$ cat src/rtl/pipe_spawn_ctrl.sv
// Game-flow controller that commands the pipe position counter and owns the gap height, score and speed-up schedule.
// Optional HIGHSCORE_EN adds a high-score register and the oHighScore port.
//
// state  | meaning
// IDLE   | waiting for the first start press, pipe parked
// LAUNCH | one-cycle respawn of the pipe with a fresh gap height
// RUN    | pipe moving, scoring armed until the pipe passes the bird
// OVER   | collision seen, waiting for start to replay
module pipe_spawn_ctrl #(
    parameter int          H_TOT      = 800,
    parameter int          BIRD_X     = 120,
    parameter int          GAP_MIN    = 100,
    parameter int          GAP_RLOG2  = 8,
    parameter int          SCORE_STEP = 5,
    parameter int          SCORE_MAX  = 999,
    parameter logic [15:0] LFSR_SEED  = 16'hACE1,
    parameter int          P_SIZE     = $clog2(H_TOT)
) (
    input  logic              iClk,
    input  logic              iRst,
    input  logic              iStart,
    input  logic              iCollision,
    input  logic              iPipeOut,
    input  logic [P_SIZE-1:0] iPipePos,
    output logic              oPosRst,
    output logic              oPosMove,
    output logic              oPipeSpeedInc,
    output logic [9:0]        oGapY,
    output logic [9:0]        oScore,
`ifdef HIGHSCORE_EN
    output logic [9:0]        oHighScore,
`endif
    output logic              oGameOver
);

    localparam int SW = $clog2(SCORE_STEP + 1);

    typedef enum logic [1:0] {
        S_IDLE   = 2'd0,
        S_LAUNCH = 2'd1,
        S_RUN    = 2'd2,
        S_OVER   = 2'd3
    } state_t;

    state_t         state_q, state_d;
    logic [15:0]    lfsr_q, lfsr_d;
    logic [9:0]     gap_q, gap_d;
    logic [9:0]     score_q, score_d;
    logic           armed_q, armed_d;
    logic [SW-1:0]  step_q, step_d;
    logic [SW-1:0]  step_inc;
    logic           spd_q, spd_d;
    logic           lfsr_fb;
`ifdef HIGHSCORE_EN
    logic [9:0]     hs_q, hs_d;
`endif

    always_ff @(posedge iClk or posedge iRst) begin
        if (iRst) begin
            state_q <= S_IDLE;
            lfsr_q  <= LFSR_SEED;
            gap_q   <= 10'(GAP_MIN);
            score_q <= '0;
            armed_q <= 1'b0;
            step_q  <= '0;
            spd_q   <= 1'b0;
`ifdef HIGHSCORE_EN
            hs_q    <= '0;
`endif
        end else begin
            state_q <= state_d;
            lfsr_q  <= lfsr_d;
            gap_q   <= gap_d;
            score_q <= score_d;
            armed_q <= armed_d;
            step_q  <= step_d;
            spd_q   <= spd_d;
`ifdef HIGHSCORE_EN
            hs_q    <= hs_d;
`endif
        end
    end

    // Fibonacci taps 16,14,13,11; free-running so the gap depends on when start is pressed
    assign lfsr_fb  = lfsr_q[15] ^ lfsr_q[13] ^ lfsr_q[12] ^ lfsr_q[10];
    assign step_inc = step_q + SW'(1);

    always_comb begin
        state_d = state_q;
        lfsr_d  = {lfsr_q[14:0], lfsr_fb};
        gap_d   = gap_q;
        score_d = score_q;
        armed_d = armed_q;
        step_d  = step_q;
        spd_d   = 1'b0;
`ifdef HIGHSCORE_EN
        hs_d    = hs_q;
`endif
        case (state_q)
            S_IDLE: begin
                if (iStart) state_d = S_LAUNCH;
            end
            S_LAUNCH: begin
                armed_d = 1'b1;
                state_d = S_RUN;
            end
            S_RUN: begin
                if (iCollision) begin
                    state_d = S_OVER;
                end else if (iPipeOut) begin
                    state_d = S_LAUNCH;
                end else if (armed_q && (iPipePos < P_SIZE'(BIRD_X))) begin
                    armed_d = 1'b0;
                    if (score_q < 10'(SCORE_MAX)) begin
                        score_d = score_q + 10'd1;
                        if (step_inc == SW'(SCORE_STEP)) begin
                            step_d = '0;
                            spd_d  = 1'b1;
                        end else begin
                            step_d = step_inc;
                        end
                    end
                end
            end
            S_OVER: begin
                if (iStart) begin
                    score_d = '0;
                    step_d  = '0;
                    state_d = S_LAUNCH;
                end
            end
            default: state_d = S_IDLE;
        endcase

        // gap sampled from the LFSR value present on the edge that enters LAUNCH
        if ((state_d == S_LAUNCH) && (state_q != S_LAUNCH))
            gap_d = 10'(GAP_MIN) + 10'(lfsr_q[GAP_RLOG2-1:0]);

`ifdef HIGHSCORE_EN
        if ((state_d == S_OVER) && (state_q != S_OVER) && (score_q > hs_q))
            hs_d = score_q;
`endif
    end

    assign oPosRst       = (state_q == S_LAUNCH);
    assign oPosMove      = (state_q == S_RUN);
    assign oGameOver     = (state_q == S_OVER);
    assign oPipeSpeedInc = spd_q;
    assign oGapY         = gap_q;
    assign oScore        = score_q;
`ifdef HIGHSCORE_EN
    assign oHighScore    = hs_q;
`endif

endmodule

$ cat config.mk
export PLATFORM = sky130hd
export DESIGN_NAME = pipe_spawn_ctrl
export DESIGN_NICKNAME = d
export VERILOG_FILES = /design/src/rtl/pipe_spawn_ctrl.sv
export SDC_FILE = /design/constraint.sdc
export NUM_CORES = 1
export LEC_CHECK = 0
export CAP_MARGIN = 10
export CELL_PAD_IN_SITES_DETAIL_PLACEMENT = 1
export CELL_PAD_IN_SITES_GLOBAL_PLACEMENT = 1
export CORE_ASPECT_RATIO = 1.25
export CORE_UTILIZATION = 43
export CTS_CLUSTER_DIAMETER = 80
export DETAILED_ROUTE_END_ITERATION = 10
export PLACE_DENSITY_LB_ADDON = 0.1
export SLEW_MARGIN = 20
export SYNTH_ARGS = -nofsm -noshare
export SYNTH_HDL_FRONTEND = slang
export SYNTH_SLANG_ARGS = --single-unit
$ cat constraint.sdc
create_clock -name iClk -period 4.6 [get_ports iClk]
set_clock_uncertainty 0.2 [all_clocks]
set_input_delay 0.92 -clock iClk [delete_from_list [all_inputs] [get_ports iClk]]
set_output_delay 0.92 -clock iClk [all_outputs]
set_load 0.02 [all_outputs]
== Yosys cells after proc, flatten, opt, wreduce, memory -nomap -nowiden ==
Index checks and enable logic that the tools add are counted.

* Output and inout port bits: 24
* Register bits after elaboration: 43
* Bits of input ports: 15

* Reductions and logical operators: 8
* Equality and inequality tests: 11
* Muxes and demuxes: 27
* Bitwise gates (word level): 3
* Add/subtract/negate cells: 3
* Order comparisons: 2

{| class="wikitable"
|+ Operator list
! cell !! number
|-
| $mux W10 || 5
|-
| $pmux W10 S2 || 1
|-
| $mux W3 || 6
|-
| $add A10 B1 Y10 const B || 1
|-
| $lt A10 B10 Y1 const B || 1
|-
| $lt A10 B7 Y1 const B || 1
|-
| $add A7 B8 Y9 const A || 1
|-
| $mux W1 || 9
|-
| $mux W2 || 3
|-
| $ne A2 B1 Y1 const B || 3
|-
| $ne A2 B2 Y1 const B || 3
|-
| $pmux W2 S3 || 1
|-
| $pmux W3 S2 || 1
|-
| $reduce_and A6 Y1 || 1
|-
| $eq A2 B1 Y1 const B || 2
|-
| $eq A2 B2 Y1 const B || 2
|-
| $reduce_and A4 Y1 || 1
|-
| $reduce_bool A2 Y1 || 2
|-
| $add A3 B1 Y3 const B || 1
|-
| $eq A3 B3 Y1 const B || 1
|-
| $xor A1 B1 Y1 || 3
|-
| $logic_and A1 B1 Y1 || 2
|-
| $logic_not A2 Y1 || 1
|-
| $pmux W1 S2 || 1
|-
| $reduce_or A2 Y1 || 1
|}

== Logic depth before layout (Yosys ltp) ==
* Word-level depth: 8
* Depth in mapped cells: 8
* Mapped depth without buffers: 6

== Least setup slack after synthesis ==
No wires, ideal clock.

* Path type: register -> register
* Start: reg score_q[0] (netlist: oScore[0])
* End: reg step_q[2]
* Stages on the path, launching flop included: 8
* Arrival time: 2.096 ns
* Required time: 4.274 ns
* Setup slack: 2.178 ns
* Library setup time: 0.126 ns
* Path buffers: 2
* Path through: dfrtp_1 -> ha_1 -> a211o_1 -> a41o_1 -> buf_6 -> or2_4 -> buf_6 -> a221o_1

* Word-level cells in the longest chain between the ends: 3

{| class="wikitable"
|+ RTL lines
! what !! RTL line !! source
|-
| from (decl) || 48 || <nowiki>logic [9:0] score_q, score_d;</nowiki>
|-
| from (signal assigned) || 74 || <nowiki>score_q <= score_d;</nowiki>
|-
| $lt A10 B10 Y1 || 114 || <nowiki>if (score_q < 10'(SCORE_MAX)) begin</nowiki>
|-
| $ne A2 B1 Y1 (no line) || - ||
|-
| $reduce_and A6 Y1 (no line) || - ||
|-
| to (signal assigned) || 76 || <nowiki>step_q <= step_d;</nowiki>
|-
| to (decl) || 50 || <nowiki>logic [SW-1:0] step_q, step_d;</nowiki>
|}

No other way between the ends.
A chain may end at the register's enable or synchronous reset.

== Final worst setup path ==
* Start: reg state_q[1]
* End: out oGameOver

* Word-level cells in the longest chain between the ends: 1

{| class="wikitable"
|+ RTL lines
! what !! RTL line !! source
|-
| from (decl) || 45 || <nowiki>state_t state_q, state_d;</nowiki>
|-
| from (signal assigned) || 71 || <nowiki>state_q <= state_d;</nowiki>
|-
| $eq A2 B2 Y1 || 147 || <nowiki>assign oGameOver = (state_q == S_OVER);</nowiki>
|-
| to (decl) || 33 || <nowiki>output logic oGameOver</nowiki>
|}

No other way between the ends.

==> flow_summary.toml <==
[floorplanning]
die_h_um = 77.8
rows = 27
coreArea_sq_um = 4390
dieArea_sq_um = 4870
die_w_um = 62.6
io-pin-count = 39
initial_core_util_pct = 45.0

[sta]
fin_tns_setup_ps = 0
hold_violations = 0
tightestPinTransition_ps = 989
rsz0062_at_grt = "false"
fin_crit_ps = 3210
setup-violations-final = 0
slew_headroom_pct = 33.7
fmax_mhz = 312
drv_slew = 0
period_share_pct = 69.7

[setup_path]
critPathArrivalTime_ps = 2090
rr_worst_depth = 5
cp_max_fo = 19
r2r_slack_ps = 1870
worstSetupEndpointType = "primary output"
worstPathRequired_ps = 3480
start_kind = "flip-flop"
critical_path_class = "flip-flop to primary output"

[drt]
drc_errors = 0
drt_wl_total_mm = 4.16
via_per_inst = 5.47
vias = 1411
wl_per_cell_um = 16.1
drtAntennaViolNets = 0
drtPass1Iterations = 4
drt_iter0_drc = 31

[layout]
instances_no_fill = 258
area_growth_pct = 23.3
fin_nets = 221
final_core_util_pct = 55.4
antenna_cells = 0
drive_gt1_share_pct = 21.5

[place]
gp_congestion = 0.757
hpwl_mm = 2.99
io_buffers = 34
placedCellCount = 250

[power_and_ir_drop]
p_switching_w = 0.000501
powerDensity_nw_per_um2 = 541
ir_drop_mv = 0.268
p_leak_nw = 1.07
p_total_w = 0.00132
p_int_w = 0.000816
p_seq_share_pct = 36.3
p_clk_share_pct = 22.5
netSwitchingFraction_pct = 38.0
power_frac_comb_pct = 41.2

[cts]
cts_root_buffer = "clkbuf_8"
clk_latency_ps = 300
cts_hold_buffers = 0
cts_buffers = 5
clkSinkCount = 42
clk_pin_slew_ps = 80
ctsResizeCount = 0
cts_buffer_depth = 2
postCtsSetupBuffers = 0
cts_tree = "yes"
htreeDepth = 2

[synth]
yosysMostFrequentCell = "dfrtp_1"
synth.distinct_cells = 49
syn_nets = 186
synth_seq_cells = 42
synth_cells = 164
syn_area_sq_um = 1970
ys_async_sr_fraction_pct = 100
syn_avg_cell_area_sq_um = 12.0
yosysSeqAreaShare_pct = 53.9
yosys.area.top_type_share_pct = 39.3
synth_area_leaders = "dfrtp_1 39%, dfstp_2 15%, mux2_2 5.1%, ha_1 4.4%, clkbuf_8 2.1%"
yosysTopAreaCell = "dfrtp_1"
synthTopCellsByCount = "31 x dfrtp_1, 11 x dfstp_2, 10 x inv_1, 9 x mux2_2"
yosysWarnings = 0
synth-edff-count = 0
synth_ff_type = "dfrtp_1"

[global_routing]
grt_pass1_vias = 1523
grtUsageTotal_pct = 18.9
overflow = 0
grt_pass1_wl_mm = 7.07
antenna_found_initial = 0
grt_max_degree = 43

[hold_path]
hold_depth = 0
hold_class = "flip-flop to flip-flop"

[flow_run]
drv_cap = 0

[outcome]
run_status = "finished, final reports clean"
layout by cell type, fill, tap and decap left out, types with 2 or more instances in the layout:
cell,n
xor2_1,3
nor2b_1,4
o31ai_1,2
mux2_2,9
dfrtp_1,31
ha_1,7
nor3_1,4
nor2_1,7
clkbuf_8,5
nand3_1,7
nand4_1,3
a21oi_1,2
a22o_2,3
a221o_2,3
mux2i_1,2
clkinvlp_4,2
nor4_1,2
nand2_1,7
xnor2_1,4
inv_1,10
clkdlybuf4s50_1,34
o21ai_0,7
a31oi_1,4
and3b_1,2
dfstp_2,11
registers in the layout, indices dropped and copies added (netlist names):
| signal | flops |
|---|---|
| oGapY | 9 |
| oScore | 10 |
| armed_q | 1 |
| state_q | 2 |
| lfsr_q | 16 |
| step_q | 3 |
| oPipeSpeedInc | 1 |
routing by layer:
layer  track usage [%]  up-vias  routed length, um
met1              19.8      730               1650
met5                 0        -                  0
met2              36.0       18               2340
met3              4.56        8                 90
li1                  -      655                  -
met4              6.74        0                 81
area by class of cell:
| type | count | area (sq um) |
|---|---|---|
| Clock buffer | 5 | 68.8 |
| Clock inverter | 3 | 45.0 |
| Fill cell | 475 | 1960 |
| Inverter | 10 | 37.5 |
| Multi-Input combinational cell | 105 | 797 |
| Sequential cell | 42 | 1060 |
| Tap cell | 58 | 72.6 |
| Timing Repair Buffer | 35 | 348 |
worst max-delay path, cell delays in order, from the launching register on:
cell and delay [ps]:
dfrtp_1 430, ha_1 630, clkdlybuf4s50_1 740
per-stage QoR:
| step | worst slack, ps | cell area, sq um | hold slack [ps] |
|---|---|---|---|
| after global placement | 1390 | 2320 | 142 |
| after floorplan | 2180 | 1970 | 131 |
| after detailed placement | 1390 | 2320 | 137 |
| after CTS | 1360 | 2430 | 164 |
| after global routing | 1310 | 2430 | 161 |
| final | 1390 | 2430 | 162 |
power groups by stage:
stage	combinational, W	sequential (W)	clock, W
4_1_cts	0.000552	0.000477	0.000306
5_1_grt	0.000601	0.000485	0.000318
6_report	0.000543	0.000478	0.000296
2_1_floorplan	0.000389	0.000503	0
3_5_place_dp	0.000551	0.000484	0
3_3_place_gp	0.000529	0.000477	0
kinds of logic after synthesis:
family          count (synthesis)  share of synthesized area [%]
xor+xnor                        7                           3.11
mux                            11                           6.15
buf+inv                        17                           5.70
fa+ha+maj                       7                           4.44
other cells                     1                          0.190
flops                          42                           53.9
compound gates                 32                           12.6
simple gates                   47                           13.9
path summary, 6_finish.rpt:
path                                 start         end
worst max-delay path            state_q[1]   oGameOver
worst min-delay path            lfsr_q[14]  lfsr_q[15]
worst max register to register  state_q[1]   oScore[6]
worst min register to register  lfsr_q[14]  lfsr_q[15]
max in group asynchronous             iRst    oGapY[6]
min in group asynchronous             iRst   lfsr_q[1]
No activity file was read; power rests on OpenSTA's default activity.
==> edit 1: new RTL, same flow settings <==
Reset style: synchronous (`iRst`), changed in one clocked block.
--- a/src/rtl/pipe_spawn_ctrl.sv
+++ b/src/rtl/pipe_spawn_ctrl.sv
@@ -57,3 +57,3 @@
 
-    always_ff @(posedge iClk or posedge iRst) begin
+    always_ff @(posedge iClk) begin
         if (iRst) begin
Function: differs if iRst is asserted again (counterexample within 4 cycles, from zero or initial values and one cycle with iRst high); with iRst held inactive, the same outputs for 10 cycles.
==> edit 1 against the unedited design <==
Combinational power down 12%. Total power decreased by 7.6%. Sequential share of layout area decreased by 9.3 points. Design area rose by 0.15%. Highest routed layer unchanged. Setup slack gained 290 ps. Wire length increased by 15%. Maximum frequency grew 10%. Area after synthesis decreased by 0.13%. Sequential cell count stayed put.
==> edit 1: results (changes against the unedited design) <==
| Metric | Value |
|---|---|
| Vias in the first global route | 1694 (was 1523) |
| GRT Total Usage | 0.207 (was 0.189) |
| Adder-cell area share of the yosys netlist | 0.0444 (about the same) |
| Sequential fraction of the synthesis area | 0.426 (was 0.539) |
| Worst slew pin tran | 824 ps (was 989 ps) |
| Synth Area in Compound Gates | 0.166 (was 0.126) |
| Synth top cells by count | dfxtp_1 (42), inv_1 (15), nand2_1 (15), nand4_1 (14), nor2b_1 (12) (was dfrtp_1 (31), dfstp_2 (11), inv_1 (10), mux2_2 (9)) |
| Setup Buffers After CTS | 0 (unchanged) |
| Worst Min Path Start | lfsr_q[9] (was lfsr_q[14]) |
| Area contributors post-synth | dfxtp_1 (43%), ha_1 (4.4%), nand4_1 (4.4%), nor2b_1 (3.8%), o31ai_1 (3.0%) (was dfrtp_1 (39%), dfstp_2 (15%), mux2_2 (5.1%), ha_1 (4.4%), clkbuf_8 (2.1%)) |
| Num CTS Buffers | 5 (unchanged) |
| Post-synth ARST share | 0 (was 1.00) |
| Mux contribution to synthesized area | 0.0203 (was 0.0615) |
| Xor/xnor share of the synthesized area | 0.0355 (was 0.0311) |
| Dpl hpwl | 3.40 mm (was 2.99 mm) |
| Post-synth cell types | 44 (was 49) |
| DP Cell Count | 299 (was 250) |
| Clock transition at path regs | 90 ps |
| Gate count after technology mapping | 217 (was 164) |
| Worst Path Arrival | 2920 ps (was 2090 ps) |
| First-pass GRT wire length | 7.97 mm (was 7.07 mm) |
| Hold EP | lfsr_q[10] (was lfsr_q[15]) |
| Final cell count without fillers | 307 (was 258) |
| FF-to-FF setup slack | 2090 ps (was 1870 ps) |
| Max incr delay on CP | 520 ps (was 740 ps) |
| Reg2reg start | state_q[1] (unchanged) |
| Htree depth | 2 (unchanged) |
| DR WL/cell | 15.6 um (was 16.1 um) |
| Post-layout nets | 270 (was 221) |
| ANT cells | 0 (unchanged) |
| Yosys warning count | 0 (unchanged) |
| Largest Register | lfsr_q (unchanged) |
| Max FO, Critical Path | 36 (was 19) |
| Peak supply drop | 0.273 mV (was 0.268 mV) |
| Critical path's slowest cell | or4b_4 (was clkdlybuf4s50_1) |
| Layout cells sized above 1 | 0.0843 (was 0.215) |
| Placement Cell Area | 0.00234 mm2 (was 0.00232 mm2) |
| Outcome | complete, no violations (unchanged) |
| RR Endpoint | oScore[2] (was oScore[6]) |
| Hold depth | 1 (was 0) |
| Routability cong. | 0.756 (was 0.757) |
| Pin count of the biggest net entering global routing | 37 (was 43) |
| DR pass1 iterations | 4 (unchanged) |
| Vias per cell | 5.65 (was 5.47) |
| Lkg Pwr | 0.879 nW (was 1.07 nW) |
| Syn_nets | 239 (was 186) |
==> edit 1: changes by cell type after synthesis, moves of 6 or more <==
cell and change:
mux2_2 -9, dfrtp_1 -31, o311ai_0 +6, clkbuf_1 +7, dfstp_2 -11, nand4_1 +11
nor2b_1 +8, a21oi_1 +8, nand2_1 +8, dfxtp_1 +42, or2_2 +7, o31ai_1 +6
==> edit 1: layout make-up <==
type | instances | area (um2)
Fill cell | 512 | 1950
Multi-Input combinational cell | 149 | 1030
Sequential cell | 42 | 841
Timing Repair Buffer | 35 | 348
Tap cell | 58 | 72.6
Clock buffer | 5 | 68.8
Inverter | 15 | 56.3
Clock inverter | 3 | 23.8
==> edit 1: worst max-delay path, delay by kind of cell <==
kind / cells / cell delay, ps
AO/OA/AOI/OAI: 1 / 230
buffers and inverters: 2 / 640
AND/OR/NAND/NOR: 3 / 1120
==> edit 1: worst max path at each step <==
stage,to,slack (ps),startpoint
finish,oScore[7],1690,iRst
global route,oScore[9],1600,iPipePos[9]
CTS,oScore[7],1680,iRst
detailed placement,oScore[7],1360,iRst
global placement,oScore[7],1370,iRst
floorplan,oScore[7],2130,iRst
==> edit 1: kinds of logic after synthesis <==
logic type / after synthesis
simple gates: 83
compound gates: 46
flops: 42
buf+inv: 26
xor+xnor: 8
fa+ha+maj: 7
mux: 4
other cells: 1
==> edit 1: report_power, final <==
part           leakage (nW)  internal [mW]  switching (mW)
clock network        0.0408          0.109           0.144
logic                 0.492          0.208           0.271
registers             0.346          0.429          0.0554
total                 0.879          0.746           0.471
==> edit 1: routing by layer <==
layer	routed length [um]	GRT usage	vias up
li1	-	-	857
met1	2120	0.238	838
met2	2480	0.376	30
met3	119	0.0382	9
met4	82	0.0721	0
met5	0	0	-
==> edit 1: stage by stage <==
step | utilization | setup slack, ps | hold slack, ps
after floorplan | - | 2130 | 189
after global placement | 0.534 | 1370 | 193
after detailed placement | 0.534 | 1360 | 199
after CTS | 0.555 | 1680 | 221
after global routing | 0.555 | 1600 | 247
final | 0.555 | 1690 | 217
==> edit 2: new RTL, same settings <==
Without the edit above. Add a define of `HIGHSCORE_EN`.
--- a/src/rtl/pipe_spawn_ctrl.sv
+++ b/src/rtl/pipe_spawn_ctrl.sv
@@ -8,2 +8,4 @@
 // OVER   | collision seen, waiting for start to replay
+`define HIGHSCORE_EN
+
 module pipe_spawn_ctrl #(
Behaviour (old outputs only; new: oHighScore): unchanged (Yosys induction, for registers that start in step).
==> edit 2 against the unedited design <==
Global-route usage is 1.2 points lower. Design area grew 26%. Total power increased by 22%. Core utilization is 0.50 points higher. Setup slack better by 66 ps. Wire length rose by 24%. Critical path depth stayed put. Count of clock-buffer cells in the layout is the same. Area after synthesis is 24% higher. Non-clock buffer count rose by 9. Sequential cell count up 10. Hold slack better by 4.4 ps. Largest power group unchanged.
==> edit 2: results (changes against the unedited design) <==
| Metric | Value |
|---|---|
| Outcome | complete, no violations (unchanged) |
| DP Cell Count | 322 (was 250) |
| Lkg Pwr | 1.38 nW (was 1.07 nW) |
| Mux contribution to synthesized area | 0.0636 (was 0.0615) |
| Vias in the first global route | 1774 (was 1523) |
| Peak supply drop | 0.410 mV (was 0.268 mV) |
| Sequential fraction of the synthesis area | 0.535 (was 0.539) |
| Max FFs per register | 16 (unchanged) |
| Clock transition at path regs | 100 ps (was 80 ps) |
| Crit-path leading delay family | buffers and inverters (unchanged) |
| DR WL/cell | 15.6 um (was 16.1 um) |
| CTS max path bufs | 2 (unchanged) |
| Htree depth | 2 (unchanged) |
| Post-synth cell types | 42 (was 49) |
| Placement Cell Area | 0.00295 mm2 (was 0.00232 mm2) |
| Gate count after technology mapping | 219 (was 164) |
| IO buf count | 44 (was 34) |
| Syn_nets | 251 (was 186) |
| Yosys warning count | 0 (unchanged) |
| Reg2reg start | state_q[1] (unchanged) |
| Synth Area in Compound Gates | 0.134 (was 0.126) |
| GRT Total Usage | 0.177 (was 0.189) |
| ANT cells | 0 (unchanged) |
| Post-cts resize count | 0 (unchanged) |
| Hold Path Class | flip-flop to flip-flop (unchanged) |
| Dpl ws | 1250 ps (was 1390 ps) |
| Xor/xnor share of the synthesized area | 0.0285 (was 0.0311) |
| Largest Register | lfsr_q (unchanged) |
| DR pass1 iterations | 4 (unchanged) |
| Initial antenna violation count | 0 (unchanged) |
| Area contributors post-synth | dfrtp_1 (42%), dfstp_2 (12%), ha_1 (8.7%), mux2_2 (6.0%), o21ai_0 (4.3%) (was dfrtp_1 (39%), dfstp_2 (15%), mux2_2 (5.1%), ha_1 (4.4%), clkbuf_8 (2.1%)) |
| Worst Min Path Start | lfsr_q[8] (was lfsr_q[14]) |
| Post-synth ARST share | 1.00 (unchanged) |
| Post-layout nets | 297 (was 221) |
| Setup Buffers After CTS | 0 (unchanged) |
| Max incr delay on CP | 720 ps (was 740 ps) |
| Vias per cell | 5.30 (was 5.47) |
| Num CTS Buffers | 5 (unchanged) |
| CTS Root Cell | clkbuf_8 (unchanged) |
| Max FO, Critical Path | 15 (was 19) |
| Routability cong. | 0.711 (was 0.757) |
| Final cell count without fillers | 330 (was 258) |
| First-pass GRT wire length | 8.34 mm (was 7.07 mm) |
| Slew headroom | 0.410 (was 0.337) |
| Starting DRC count in detailed routing | 85 (was 31) |
| # fillers | 584 (was 475) |
| Crit path launch | state_q[1] (unchanged) |
| Synth top cells by count | dfrtp_1 (41), inv_1 (21), o21ai_0 (21), ha_1 (17), nand2_1 (16) (was dfrtp_1 (31), dfstp_2 (11), inv_1 (10), mux2_2 (9)) |
| Clk_lat worst skew | 300 ps (about the same) |
| Critical path's slowest cell | clkdlybuf4s50_1 (unchanged) |
| Pin count of the biggest net entering global routing | 53 (was 43) |
| Adder-cell area share of the yosys netlist | 0.0866 (was 0.0444) |
| Worst Path Arrival | 2020 ps (was 2090 ps) |
| Top-area cell type share of the netlist area | 0.418 (was 0.393) |
| Layout cells sized above 1 | 0.139 (was 0.215) |
| Dpl hpwl | 3.71 mm (was 2.99 mm) |
==> edit 2: cell types whose count changed after synthesis, sizes merged, moves of 3 or more <==
cell and change:
a21oi +5, o31ai +5, o21ai +15, nor2b -3, mux2 +4, a221o -4
dfrtp +10, ha +10, a22o -3, nand2 +9, inv +11
==> edit 2: path summary, 6_finish.rpt <==
path | to | slack [ps] | cells after the start
min | lfsr_q[9] | 170 | 0
max | oGameOver | 1460 | 2
min in group asynchronous | oHighScore[8] | 880 | 2
max reg2reg | step_q[2] | 1920 | 6
max in group asynchronous | armed_q | 2790 | 2
min reg2reg | lfsr_q[9] | 170 | 0
==> edit 2: logic make-up after synthesis <==
family	count (synthesis)
xor+xnor	8
fa+ha+maj	17
mux	14
compound gates	50
simple gates	51
flops	52
buf+inv	26
other cells	1
==> edit 2: per-layer routing <==
layer	GRT usage	share of wire
met1	0.202	0.42
met2	0.337	0.54
met3	0.0314	0.023
met4	0.0545	0.015
met5	0	0
==> edit 2: cell type report <==
cell class	instances	area, um2	area share
clock buffers	5	68.8	0.0225
clock inverters	3	46.3	0.0151
inverters	21	80.1	0.0261
multi-input cells	141	1030	0.337
flip-flops and latches	52	1320	0.429
well taps	64	80.1	0.0261
repair buffers	44	440	0.144
==> edit 2: where the power goes <==
| group | total, mW | leakage, nW | internal (mW) | switching, mW |
|---|---|---|---|---|
| Sequential | 0.602 | 0.668 | 0.533 | 0.0688 |
| Clock | 0.317 | 0.0548 | 0.164 | 0.153 |
| Combinational | 0.693 | 0.653 | 0.288 | 0.405 |
| Total | 1.61 | 1.38 | 0.985 | 0.627 |
==> edit 2: metrics by stage <==
stage | hold WS, ps | util
finish | 167 | 0.559
global route | 177 | 0.559
CTS | 173 | 0.559
detailed placement | 143 | 0.538
global placement | 137 | 0.538
floorplan | 131 | -
